File: src/rtl/bch_pkg.sv
// Code parameters shared by the BCH encoder and dec_top so both agree on
// the (141,127) code, plus the serial encoder's FSM states.
package bch_pkg;

    localparam int K     = 127;
    localparam int R     = 14;
    localparam int N     = K + R;
    localparam int CNT_W = $clog2(K);

    // g(x) = x^14+x^9+x^8+x^6+x^5+x^4+x^2+x+1
    localparam logic [R:0] GEN_POLY = 15'h4377;

    typedef enum logic [1:0] {
        IDLE  = 2'd0,
        SHIFT = 2'd1,
        DONE  = 2'd2
    } enc_state_e;

endpackage

File: src/rtl/bch_lfsr_step.sv
// One-bit systematic-encoder LFSR update: r' = (r*x + d*x^R) mod g(x).
// Purely combinational; the serial encoder uses one, a parallel one chains several.
module bch_lfsr_step #(
    parameter int         R        = 14,
    parameter logic [R:0] GEN_POLY = 15'h4377
) (
    input  logic [R-1:0] r_i,
    input  logic         d_i,
    output logic [R-1:0] r_o
);

    logic fb;

    assign fb  = d_i ^ r_i[R-1];
    assign r_o = {r_i[R-2:0], 1'b0} ^ (fb ? GEN_POLY[R-1:0] : '0);

endmodule

File: src/rtl/bch_enc_serial.sv
// Serial systematic BCH encoder: accepts a 127-bit word, shifts it MSB first
// through the parity LFSR over 127 cycles, then presents {data, parity}.
module bch_enc_serial
    import bch_pkg::*;
(
    input  logic         clk,
    input  logic         rst,
    input  logic         in_valid,
    output logic         in_ready,
    input  logic [K-1:0] in_data,
    output logic         out_valid,
    input  logic         out_ready,
    output logic [N-1:0] out_code,
    output logic         busy
);

    enc_state_e       state_q, state_d;
    logic [K-1:0]     data_q, data_d;
    logic [R-1:0]     lfsr_q, lfsr_d;
    logic [CNT_W-1:0] cnt_q, cnt_d;
    logic [CNT_W-1:0] bit_idx;
    logic [R-1:0]     lfsr_next;

    // Data register stays intact; the counter picks bits MSB first.
    assign bit_idx = CNT_W'(K - 1) - cnt_q;

    bch_lfsr_step #(
        .R        (R),
        .GEN_POLY (GEN_POLY)
    ) u_step (
        .r_i (lfsr_q),
        .d_i (data_q[bit_idx]),
        .r_o (lfsr_next)
    );

    always_comb begin
        state_d = state_q;
        data_d  = data_q;
        lfsr_d  = lfsr_q;
        cnt_d   = cnt_q;
        case (state_q)
            IDLE: begin
                if (in_valid) begin
                    data_d  = in_data;
                    lfsr_d  = '0;
                    cnt_d   = '0;
                    state_d = SHIFT;
                end
            end
            SHIFT: begin
                lfsr_d = lfsr_next;
                cnt_d  = cnt_q + 1'b1;
                if (cnt_q == CNT_W'(K - 1)) begin
                    state_d = DONE;
                end
            end
            DONE: begin
                if (out_ready) begin
                    state_d = IDLE;
                end
            end
            default: state_d = IDLE;
        endcase
    end

    always_ff @(posedge clk) begin
        if (rst) begin
            state_q <= IDLE;
            data_q  <= '0;
            lfsr_q  <= '0;
            cnt_q   <= '0;
        end else begin
            state_q <= state_d;
            data_q  <= data_d;
            lfsr_q  <= lfsr_d;
            cnt_q   <= cnt_d;
        end
    end

    // All outputs decode registered state only.
    assign in_ready  = (state_q == IDLE);
    assign busy      = (state_q == SHIFT);
    assign out_valid = (state_q == DONE);
    assign out_code  = {data_q, lfsr_q};

endmodule

File: config.mk
export PLATFORM = sky130hd
export DESIGN_NAME = bch_enc_serial
export DESIGN_NICKNAME = d
export VERILOG_FILES = /design/src/rtl/bch_pkg.sv /design/src/rtl/bch_lfsr_step.sv /design/src/rtl/bch_enc_serial.sv
export SDC_FILE = /design/constraint.sdc
export NUM_CORES = 1
export LEC_CHECK = 0
export ABC_AREA = 1
export CORE_MARGIN = 8
export CORE_UTILIZATION = 39
export CTS_BUF_LIST = sky130_fd_sc_hd__clkbuf_16
export DETAILED_ROUTE_END_ITERATION = 10
export PLACE_DENSITY = 0.85
export SKIP_CTS_REPAIR_TIMING = 1
export SKIP_LAST_GASP = 1
export SLEW_MARGIN = 40
export SYNTH_ARGS = -nofsm -noshare
export SYNTH_HDL_FRONTEND = slang
export SYNTH_SLANG_ARGS = --single-unit
File: constraint.sdc
create_clock -name clk -period 2.6 [get_ports clk]
set_input_delay 0.26 -clock clk [delete_from_list [all_inputs] [get_ports clk]]
set_output_delay 0.26 -clock clk [all_outputs]
set_load 0.05 [all_outputs]
==> qor.csv <==
stage,metric,value,unit
global_routing,largest net degree at the start of global routing,134,
sta,Final Worst Setup Slack,170,ps
pwr,Clock Power Share,34.5,%
final_layout,FF+latch area,0.00300,mm²
pwr,Gate power share,30.7,%
sta,Hold WS,456,ps
final_layout,post-route insts no fill,1470,
sta,worst clock skew,8.53,ps
clock_network,CTS tree,done,
die,FP Rows,48,
setup_path,Worst Setup End Kind,flop,
placed_design,post-place setup slack,-118,ps
sta,endpoints failing hold,0,
placed_design,RePlAce Congestion,0.826,
setup_path,Reg2Reg Depth,12,
pwr,switch share,35.0,%
clock_network,clock slew at reported path FFs,70,ps
die,Initial Utilization,39.2,%
die,die area,0.0216,mm²
detailed_routing,via count,7533,
placed_design,placed cell count,1436,
setup_path,RR Endpoint,lfsr_q[1]$_SDFFE_PP0P_,
global_routing,first-pass GRT wire length,39000,µm
final_layout,# fillers,1540,
detailed_routing,DRC,0,
final_layout,multi-input logic area,0.00337,mm²
clock_network,maximum clock insertion buffer count,2,
setup_path,Critical Path Start Type,flop,
final_layout,NumNets Final,1366,
sta,Final min period,2430,ps
clock_network,CTS Root Cell,clkbuf_16,
die,Boundary Pins,275,
sta,fmax,0.412,GHz
run_status,status,completed,
logic_synthesis,Mapped Nets,1122,
logic_synthesis,Yosys cell types,22,
global_routing,antenna violations before repair,0,
pwr,internal power,5060,µW
logic_synthesis,"flops & latches, synth",150,
placed_design,Port Buffers,274,
worst_hold_path,hold path start,in_data[19],
final_layout,"commonest non-fill, non-tap cell in the layout",clkdlybuf4s50_1,
setup_path,worst r2r src,cnt_q[0]$_SDFFE_PP0P_,
sta,worst slew pin tran,647,ps
worst_hold_path,Hold Path Stages,3,
setup_path,critical path arrival,2780,ps
pwr,pwr/cell area,750,mW/mm²
die,Core Area,0.0171,mm²
detailed_routing,Wirelength per Cell,16.8,µm
detailed_routing,remaining antenna violation count after routing,0,
clock_network,Skew-Pair Late Insertion Delay,420,ps
clock_network,CTS buffer count,17,
logic_synthesis,Gate Count Post-Synth,988,
placed_design,DP Wirelength,17700,µm
setup_path,crit path max fanout,58,
pwr,part of the power in registers,34.8,%
global_routing,Overflow after GRT,0,
logic_synthesis,synth warn,0,
global_routing,GRT Overall Usage,22.2,%
final_layout,diodes inserted,0,
pwr,leak pwr,0.00399,µW
sta,count of final setup violators,0,
clock_network,H-tree levels,4,
logic_synthesis,register area share after synthesis,44.9,%
worst_hold_path,HP Class,primary input to flop,
final_layout,P&R area growth vs syn,55.2,%
final_layout,share of post-route cells with drive strength above 1,6.02,%
run,max-cap violations,0,
setup_path,Critical Path RT,2950,ps
pwr,maximum VDD drop,0.476,mV
logic_synthesis,syn avg cell area,6.78,µm²
sta,"Slew Viols, Final",0,
die,Die Wd,147,µm
logic_synthesis,synthesized cell area,0.00669,mm²
placed_design,Placed Area,0.00961,mm²
detailed_routing,drt pass-1 iters,5,
worst_hold_path,hold path endpoint,data_q[19]$_SDFFE_PP0P_,
pwr,Psw,2730,µW
final_layout,design area,0.0104,mm²
global_routing,number of global-route vias before repair,7340,
final_layout,most frequent cells in the layout,"273 x clkdlybuf4s50_1, 256 x nor2_1, 159 x nand2_1, 149 x dfxtp_1, 138 x nand3_1",
sta,relative slew slack,56.9,%
sta,setup TNS,0,ps
detailed_routing,vias per cell,5.12,
die,Die Y,147,µm
setup_path,kind of critical path,flop to flop,
setup_path,FF-to-FF setup slack,170,ps
sta,final worst path period share,93.5,%
clock_network,Clock Sinks,150,
detailed_routing,First DRT Iteration DRCs,600,
detailed_routing,routed wire length,24700,µm
synthesized netlist by cell type:
| cell | count | share of area (%) |
|---|---|---|
| a211oi_1 | 3 | 0.34 |
| a21oi_1 | 28 | 2.1 |
| a31oi_1 | 1 | 0.094 |
| buf_1 | 8 | 0.45 |
| buf_2 | 11 | 0.82 |
| buf_4 | 4 | 0.45 |
| buf_6 | 1 | 0.17 |
| clkbuf_1 | 44 | 2.5 |
| dfxtp_1 | 150 | 45 |
| ha_1 | 3 | 0.56 |
| inv_1 | 25 | 1.4 |
| inv_2 | 6 | 0.34 |
| nand2_1 | 160 | 9.0 |
| nand2_2 | 3 | 0.28 |
| nand3_1 | 139 | 10 |
| nand3_2 | 5 | 0.75 |
| nor2_1 | 256 | 14 |
| nor2_4 | 1 | 0.17 |
| nor3_2 | 1 | 0.15 |
| o21ai_0 | 134 | 10 |
| xor2_1 | 3 | 0.39 |
| xor2_2 | 2 | 0.49 |
cells by family (layout without fill, tap and decap cells):
kind of cell | Yosys count | count (layout) | share of synthesized area, %
and+or+nand+nor | 565 | 565 | 35.1
AOI/OAI and AO/OA | 166 | 166 | 12.5
DFF | 150 | 150 | 44.9
buffers and inverters | 99 | 356 | 6.09
xor gates and xnor gates | 5 | 5 | 0.879
adders and majority gates | 3 | 3 | 0.561
how the worst max path moves through the flow:
stage / startpoint / endpoint / cells after the start
floorplan: cnt_q[0]$_SDFFE_PP0P_ / lfsr_q[1]$_SDFFE_PP0P_ / 17
global placement: cnt_q[0]$_SDFFE_PP0P_ / lfsr_q[9]$_SDFFE_PP0P_ / 12
detailed placement: cnt_q[0]$_SDFFE_PP0P_ / lfsr_q[6]$_SDFFE_PP0P_ / 11
CTS: cnt_q[0]$_SDFFE_PP0P_ / lfsr_q[6]$_SDFFE_PP0P_ / 11
global route: cnt_q[0]$_SDFFE_PP0P_ / lfsr_q[1]$_SDFFE_PP0P_ / 13
finish: cnt_q[0]$_SDFFE_PP0P_ / lfsr_q[1]$_SDFFE_PP0P_ / 12
worst max-delay path, cell delays in order (launching register included):
cell and delay (ps):
dfxtp_2 390, buf_12 260, nand3_2 250, nor3_2 230
xor2_1 220, inv_1 130, nand3_1 140, nand3_2 160
nand2_2 120, nand2_2 120, nand3_1 120, nand3_1 80
a21oi_1 130
sequential cells by signal, summed over array words and instances, names as in the netlist:
name,flops
cnt_q,7
data_q,127
lfsr_q,14
state_q,2
stage by stage:
step / power (µW) / util, %
finish: 7790 / 60.9
CTS: 7810 / 60.1
global route: 8150 / 60.9
detailed placement: 5130 / 56.4
global placement: 5110 / 56.4
floorplan: 4230 / -
metal layers:
layer	wire (µm)	vias up	GRT usage [%]
li1	-	3700	-
met2	11800	295	37.0
met5	0	-	0
met3	1890	54	7.29
met4	823	0	9.28
met1	10200	3484	25.6
power groups by stage:
stage          clock network [µW]  logic, µW  registers, µW
4_1_cts                      2720       2380           2710
6_report                     2690       2390           2720
3_5_place_dp                    0       2370           2760
3_3_place_gp                    0       2350           2760
2_1_floorplan                   0        783           3450
5_1_grt                      2840       2560           2750
layout make-up:
type,instances,share of cell area (%)
clock buffer,17,4.09
clock inverter,15,2.05
inverter,31,1.17
multi-input combinational,739,32.4
sequential,150,28.9
tap,225,2.71
timing repair buffer,293,28.7
Power figures use the tool's default switching activity.
